`config.mk`:
```
export PLATFORM = sky130hd
export DESIGN_NAME = ext_mem_arbiter
export DESIGN_NICKNAME = d
export VERILOG_FILES = /design/src/rtl/ext_mem_arbiter.sv
export SDC_FILE = /design/constraint.sdc
export NUM_CORES = 1
export LEC_CHECK = 0
export ABC_AREA = 1
export CAP_MARGIN = 20
export CORE_UTILIZATION = 38
export CTS_CLUSTER_SIZE = 30
export DETAILED_ROUTE_END_ITERATION = 16
export PLACE_DENSITY = 0.9
export SYNTH_ARGS = -nofsm -noshare
export SYNTH_HDL_FRONTEND = slang
export SYNTH_SLANG_ARGS = --single-unit
export TNS_END_PERCENT = 1
```
`constraint.sdc`:
```
create_clock -name clk -period 5 [get_ports clk]
set_input_delay 1.5 -clock clk [delete_from_list [all_inputs] [get_ports clk]]
set_output_delay 1.5 -clock clk [all_outputs]
set_load 0.05 [all_outputs]
```
`src/rtl/ext_mem_arbiter.sv`:
```
`default_nettype none
// ============================================================================
// Module      : ext_mem_arbiter
// Description : Shares one external memory between NB_REQ requesters. Read and
//               write ports each have a round-robin arbiter. Memory-side
//               outputs are registered. Read data returns tagged by id.
// Revision    : 1.0 - initial release
// ============================================================================
module ext_mem_arbiter #(
    parameter int NB_REQ       = 3,
    parameter int ADDR_WIDTH   = 20,
    parameter int DATA_WIDTH   = 32,
    parameter int READ_LATENCY = 1
) (
    input  logic                           clk,
    input  logic                           rst_in,
    input  logic [NB_REQ-1:0]              req_valid,
    input  logic [NB_REQ-1:0]              req_we,
    input  logic [NB_REQ*ADDR_WIDTH-1:0]   req_addr,
    input  logic [NB_REQ*DATA_WIDTH-1:0]   req_wdata,
    output logic [NB_REQ-1:0]              req_ready,
    output logic [ADDR_WIDTH-1:0]          ext_mem_read_addr,
    output logic                           ext_mem_read_en,
    input  logic [DATA_WIDTH-1:0]          ext_mem_qout,
    output logic [ADDR_WIDTH-1:0]          ext_mem_write_addr,
    output logic [DATA_WIDTH-1:0]          ext_mem_din,
    output logic                           ext_mem_write_en,
    output logic                           rsp_valid,
    output logic [$clog2(NB_REQ)-1:0]      rsp_id,
    output logic [DATA_WIDTH-1:0]          rsp_data
);

    localparam int c_ID_W = $clog2(NB_REQ);

    // Returns {found, index} of the first candidate at or after ptr, wrapping.
    function automatic logic [c_ID_W:0] f_rr_pick(
        input logic [NB_REQ-1:0] cand,
        input logic [c_ID_W-1:0] ptr
    );
        logic              found;
        logic [c_ID_W-1:0] pick;
        int                idx;
        found = 1'b0;
        pick  = '0;
        for (int k = 0; k < NB_REQ; k++) begin
            idx = (int'(ptr) + k) % NB_REQ;
            if (!found && cand[idx]) begin
                found = 1'b1;
                pick  = c_ID_W'(idx);
            end
        end
        return {found, pick};
    endfunction

    // ------------------------------------------------------------------
    // Arbitration
    // ------------------------------------------------------------------
    logic [NB_REQ-1:0]     w_rd_cand;
    logic [NB_REQ-1:0]     w_wr_cand;
    logic [c_ID_W-1:0]     r_rd_ptr_q;
    logic [c_ID_W-1:0]     w_rd_ptr_d;
    logic [c_ID_W-1:0]     r_wr_ptr_q;
    logic [c_ID_W-1:0]     w_wr_ptr_d;
    logic                  w_rd_found;
    logic                  w_wr_found;
    logic [c_ID_W-1:0]     w_rd_gnt_idx;
    logic [c_ID_W-1:0]     w_wr_gnt_idx;
    logic [ADDR_WIDTH-1:0] w_rd_addr;
    logic [ADDR_WIDTH-1:0] w_wr_addr;
    logic [DATA_WIDTH-1:0] w_wr_data;
    logic                  w_raw_hazard;
    logic                  w_rd_go;
    logic                  w_wr_go;
    logic [NB_REQ-1:0]     w_ready;

    assign w_rd_cand = req_valid & ~req_we;
    assign w_wr_cand = req_valid &  req_we;

    always_comb begin
        {w_rd_found, w_rd_gnt_idx} = f_rr_pick(w_rd_cand, r_rd_ptr_q);
        {w_wr_found, w_wr_gnt_idx} = f_rr_pick(w_wr_cand, r_wr_ptr_q);
        w_rd_addr = req_addr[int'(w_rd_gnt_idx)*ADDR_WIDTH +: ADDR_WIDTH];
        w_wr_addr = req_addr[int'(w_wr_gnt_idx)*ADDR_WIDTH +: ADDR_WIDTH];
        w_wr_data = req_wdata[int'(w_wr_gnt_idx)*DATA_WIDTH +: DATA_WIDTH];
    end

    // A same-address read yields to the write so it observes the new data.
    assign w_raw_hazard = w_rd_found && w_wr_found && (w_rd_addr == w_wr_addr);
    assign w_rd_go      = w_rd_found && !w_raw_hazard && !rst_in;
    assign w_wr_go      = w_wr_found && !rst_in;

    always_comb begin
        w_ready = '0;
        if (w_rd_go) begin
            w_ready[w_rd_gnt_idx] = 1'b1;
        end
        if (w_wr_go) begin
            w_ready[w_wr_gnt_idx] = 1'b1;
        end
    end

    assign req_ready = w_ready;

    always_comb begin
        w_rd_ptr_d = r_rd_ptr_q;
        w_wr_ptr_d = r_wr_ptr_q;
        if (w_rd_go) begin
            w_rd_ptr_d = c_ID_W'((int'(w_rd_gnt_idx) + 1) % NB_REQ);
        end
        if (w_wr_go) begin
            w_wr_ptr_d = c_ID_W'((int'(w_wr_gnt_idx) + 1) % NB_REQ);
        end
    end

    // ------------------------------------------------------------------
    // Issue registers
    // ------------------------------------------------------------------
    logic                  r_read_en_q;
    logic                  w_read_en_d;
    logic [ADDR_WIDTH-1:0] r_read_addr_q;
    logic [ADDR_WIDTH-1:0] w_read_addr_d;
    logic [c_ID_W-1:0]     r_rd_id_q;
    logic [c_ID_W-1:0]     w_rd_id_d;
    logic                  r_write_en_q;
    logic                  w_write_en_d;
    logic [ADDR_WIDTH-1:0] r_write_addr_q;
    logic [ADDR_WIDTH-1:0] w_write_addr_d;
    logic [DATA_WIDTH-1:0] r_din_q;
    logic [DATA_WIDTH-1:0] w_din_d;

    always_comb begin
        w_read_en_d    = w_rd_go;
        w_read_addr_d  = r_read_addr_q;
        w_rd_id_d      = r_rd_id_q;
        w_write_en_d   = w_wr_go;
        w_write_addr_d = r_write_addr_q;
        w_din_d        = r_din_q;
        if (w_rd_go) begin
            w_read_addr_d = w_rd_addr;
            w_rd_id_d     = w_rd_gnt_idx;
        end
        if (w_wr_go) begin
            w_write_addr_d = w_wr_addr;
            w_din_d        = w_wr_data;
        end
    end

    // ------------------------------------------------------------------
    // Response tag pipeline, aligned with the memory read latency
    // ------------------------------------------------------------------
    logic              r_pipe_vld_q [READ_LATENCY];
    logic              w_pipe_vld_d [READ_LATENCY];
    logic [c_ID_W-1:0] r_pipe_id_q  [READ_LATENCY];
    logic [c_ID_W-1:0] w_pipe_id_d  [READ_LATENCY];

    always_comb begin
        w_pipe_vld_d[0] = r_read_en_q;
        w_pipe_id_d[0]  = r_rd_id_q;
        for (int i = 1; i < READ_LATENCY; i++) begin
            w_pipe_vld_d[i] = r_pipe_vld_q[i-1];
            w_pipe_id_d[i]  = r_pipe_id_q[i-1];
        end
    end

    always_ff @(posedge clk) begin
        if (rst_in) begin
            r_rd_ptr_q     <= '0;
            r_wr_ptr_q     <= '0;
            r_read_en_q    <= 1'b0;
            r_read_addr_q  <= '0;
            r_rd_id_q      <= '0;
            r_write_en_q   <= 1'b0;
            r_write_addr_q <= '0;
            r_din_q        <= '0;
            for (int i = 0; i < READ_LATENCY; i++) begin
                r_pipe_vld_q[i] <= 1'b0;
                r_pipe_id_q[i]  <= '0;
            end
        end else begin
            r_rd_ptr_q     <= w_rd_ptr_d;
            r_wr_ptr_q     <= w_wr_ptr_d;
            r_read_en_q    <= w_read_en_d;
            r_read_addr_q  <= w_read_addr_d;
            r_rd_id_q      <= w_rd_id_d;
            r_write_en_q   <= w_write_en_d;
            r_write_addr_q <= w_write_addr_d;
            r_din_q        <= w_din_d;
            for (int i = 0; i < READ_LATENCY; i++) begin
                r_pipe_vld_q[i] <= w_pipe_vld_d[i];
                r_pipe_id_q[i]  <= w_pipe_id_d[i];
            end
        end
    end

    assign ext_mem_read_en    = r_read_en_q;
    assign ext_mem_read_addr  = r_read_addr_q;
    assign ext_mem_write_en   = r_write_en_q;
    assign ext_mem_write_addr = r_write_addr_q;
    assign ext_mem_din        = r_din_q;
    assign rsp_valid          = r_pipe_vld_q[READ_LATENCY-1];
    assign rsp_id             = r_pipe_id_q[READ_LATENCY-1];
    assign rsp_data           = ext_mem_qout;

endmodule
`default_nettype wire
```
==> results.sh <==
export IMPL_yosysSeqAreaShare=0.2598
export IMPL_yosysUniqueCellTypes=35
export IMPL_root_buffer="clkbuf_16"
export IMPL_crit_type="input port to register"
export IMPL_cts_buffer_depth=2
export IMPL_clk_latency_ps=350
export IMPL_cts_tree="built"
export IMPL_fillers=1344
export IMPL_syn_area_um2=6395
export IMPL_grt_pass1_vias=8066
export IMPL_overflow=0
export IMPL_grt_pass1_wl_um=41240
export IMPL_path_buf_inv=27
export IMPL_num_antenna_cells=0
export IMPL_first_pass_iters=8
export IMPL_max_slew_margin=0.6162
export IMPL_vias=8344
export IMPL_postCtsHoldBufs=0
export IMPL_cpPeakStageDelay_ps=260
export IMPL_dpl_hpwl_um=18410
export IMPL_hold_violations=0
export IMPL_path_delay_family="buffers and inverters"
export IMPL_wl_per_cell_um=16.98
export IMPL_cpMostUsedCell="buf_4"
export IMPL_syn2layout_area_growth_pct=63.28
export IMPL_grt_max_degree=56
export IMPL_syn_nets=1233
export IMPL_post_synth_top_area_cell="dfxtp_1"
export IMPL_drive_gt1_frac=0.2304
export IMPL_nets=1538
export IMPL_worstHoldPathType="register to register"
export IMPL_cp_num_cells=36
export IMPL_rr_worst_depth=37
export IMPL_ys_ff_latch=83
export IMPL_yosysWarnings=0
export IMPL_worstPathArrival_ps=5720
export IMPL_critPathCaptureType="register"
export IMPL_worstMarginPinSlew_ps=573.8
export IMPL_gp_congestion=0.9761
export IMPL_multiInputGateArea_um2=4051
export IMPL_min_period_over_period=1.088
export IMPL_fmax_mhz=183.8
export IMPL_routed_wl_um=26440
export IMPL_cts_buffers=9
export IMPL_status="complete, but fails checks"
export IMPL_initial_core_util=0.3870
export IMPL_hold_ws_ps=445.4
export IMPL_hold_depth=2
export IMPL_cp_slowest_cell="o21ai_4"
export IMPL_htree_num_levels=3
export IMPL_syn_inst=1030
export IMPL_post_route_min_period_ps=5439
export IMPL_clkSinkCount=83
export IMPL_grtUsageTotal=0.3008
export IMPL_routed_via_density=5.359
export IMPL_finalSetupViolations=4
export IMPL_die_y_um=131.7
export IMPL_dr_first_iter_drc_count=817
export IMPL_skew_ps=6.167
export IMPL_antenna_found_initial=0
export IMPL_violations="setup timing"
export IMPL_avgSynthCellArea_um2=6.209
export IMPL_synth_top_area_share=0.2598
export IMPL_path_max_fanout=11
export IMPL_maxCapViolCount=0
export IMPL_seqCellArea_um2=1662
export IMPL_synth_area_leaders="dfxtp_1 (26%), nand2_1 (15%), nand3_1 (10%)"
export IMPL_die_area_um2=17350
export IMPL_final_util=0.6319
export IMPL_start_kind="input port"
export IMPL_drv_slew=0
export IMPL_cp_required_ps=5280
export IMPL_top_level_ports=308
export IMPL_rsz0062_at_grt="yes"
export IMPL_rows=47
export IMPL_setup_slack_ps=-439.3
export IMPL_ant_nets=0
export IMPL_portBuffers=243
export IMPL_post_route_drc_count=0
export IMPL_coreArea_um2=16520
export IMPL_die_w_um=131.7
export IMPL_clk_pin_slew_ps=60
worst reg2reg max path, delay by kind of cell, from the launching register on:
| kind | cells | cell delay [ps] |
|---|---|---|
| simple gates | 8 | 720 |
| buf+inv | 27 | 3360 |
| compound gates | 1 | 110 |
| flops | 1 | 330 |
| fa+ha+maj | 1 | 370 |
cell usage in the layout (no fill, tap or decap), types with 12 or more instances in the layout:
master / count
o21ai_0: 77
clkdlybuf4s50_1: 234
inv_2: 14
inv_1: 90
buf_4: 119
dfxtp_1: 83
nand2_2: 33
o211ai_1: 19
nand3_1: 116
nand3_2: 37
o21ai_2: 23
nor2_1: 81
a21oi_1: 67
nand2_1: 232
buf_12: 12
flip-flops by register name (all words and copies together), names as in the netlist:
| register | flops |
|---|---|
| r_pipe_vld_q | 1 |
| ext_mem_read_addr | 20 |
| r_pipe_id_q | 2 |
| ext_mem_read_en | 1 |
| ext_mem_write_addr | 20 |
| r_rd_id_q | 2 |
| ext_mem_write_en | 1 |
| r_rd_ptr_q | 2 |
| ext_mem_din | 32 |
| r_wr_ptr_q | 2 |
Yosys cell counts (all sizes together):
library cell	number
nand4	6
clkbuf	24
dfxtp	83
o211ai	19
a31oi	1
inv	108
nand3	156
nand3b	6
o21ai	112
nand2	278
and2	1
nor2	89
nor3	2
clkinv	1
a211oi	1
a21oi	67
buf	69
ha	7
logic make-up (layout without fill, tap and decap cells):
group,Yosys count,count (layout),share of synthesized area
adder cells (fa/ha/maj),7,7,0.01370
AND/OR/NAND/NOR,538,538,0.3939
buffers and inverters,202,509,0.1575
flip-flops,83,83,0.2598
AO/OA/AOI/OAI,200,200,0.1751
stage by stage:
stage          cells  instance area [µm²]  TNS (ps)  setup WS, ps
6_report        1557                10440     -1615        -439.3
5_1_grt         1557                10440     -2049        -549.3
4_1_cts         1553                10270     -1107        -325.6
3_5_place_dp    1496                 9404     -2355        -794.8
3_3_place_gp    1496                 9404     -2204        -738.4
2_1_floorplan   1030                 6474         0         9.072
metal layers:
metal | routed length [µm] | vias to the layer above | share of wire | global-route usage
li1 | - | 3925 | - | -
met1 | 9786 | 3761 | 0.37 | 0.3442
met2 | 12710 | 535 | 0.48 | 0.5241
met3 | 2653 | 123 | 0.10 | 0.06327
met4 | 1292 | 0 | 0.049 | 0.1602
met5 | 0 | - | 0 | 0
final timing paths:
kind / endpoint / from / slack (ps)
worst max-delay path: ext_mem_read_addr[19]$_SDFFE_PP0P_ / req_we[2] / -440
worst max register to register: ext_mem_read_addr[19]$_SDFFE_PP0P_ / r_rd_ptr_q[0]$_SDFFE_PP0P_ / 30
worst min register to register: r_pipe_vld_q[0]$_SDFF_PP0_ / ext_mem_read_en$_SDFF_PP0_ / 450
worst min-delay path: r_pipe_vld_q[0]$_SDFF_PP0_ / ext_mem_read_en$_SDFF_PP0_ / 450
cell type report:
cell class,instances,share of cell area
Inverter,109,0.04062
Clock inverter,3,0.001678
Timing Repair Buffer,387,0.3613
Sequential cell,83,0.1591
Clock buffer,10,0.02289
Tap cell,220,0.02636
Multi-Input combinational cell,745,0.3880
what timing repair did:
item / CTS / global route
pin swaps: 41 / 38
cloned: 4 / 1
gates resized for setup: 81 / 39
setup buffers: 40 / 4
setup endpoints to repair: 3 / 4
Power is left out: the tool's default activity adds up to more than one toggle a clock period on the data nets, which glitch-free logic cannot reach.
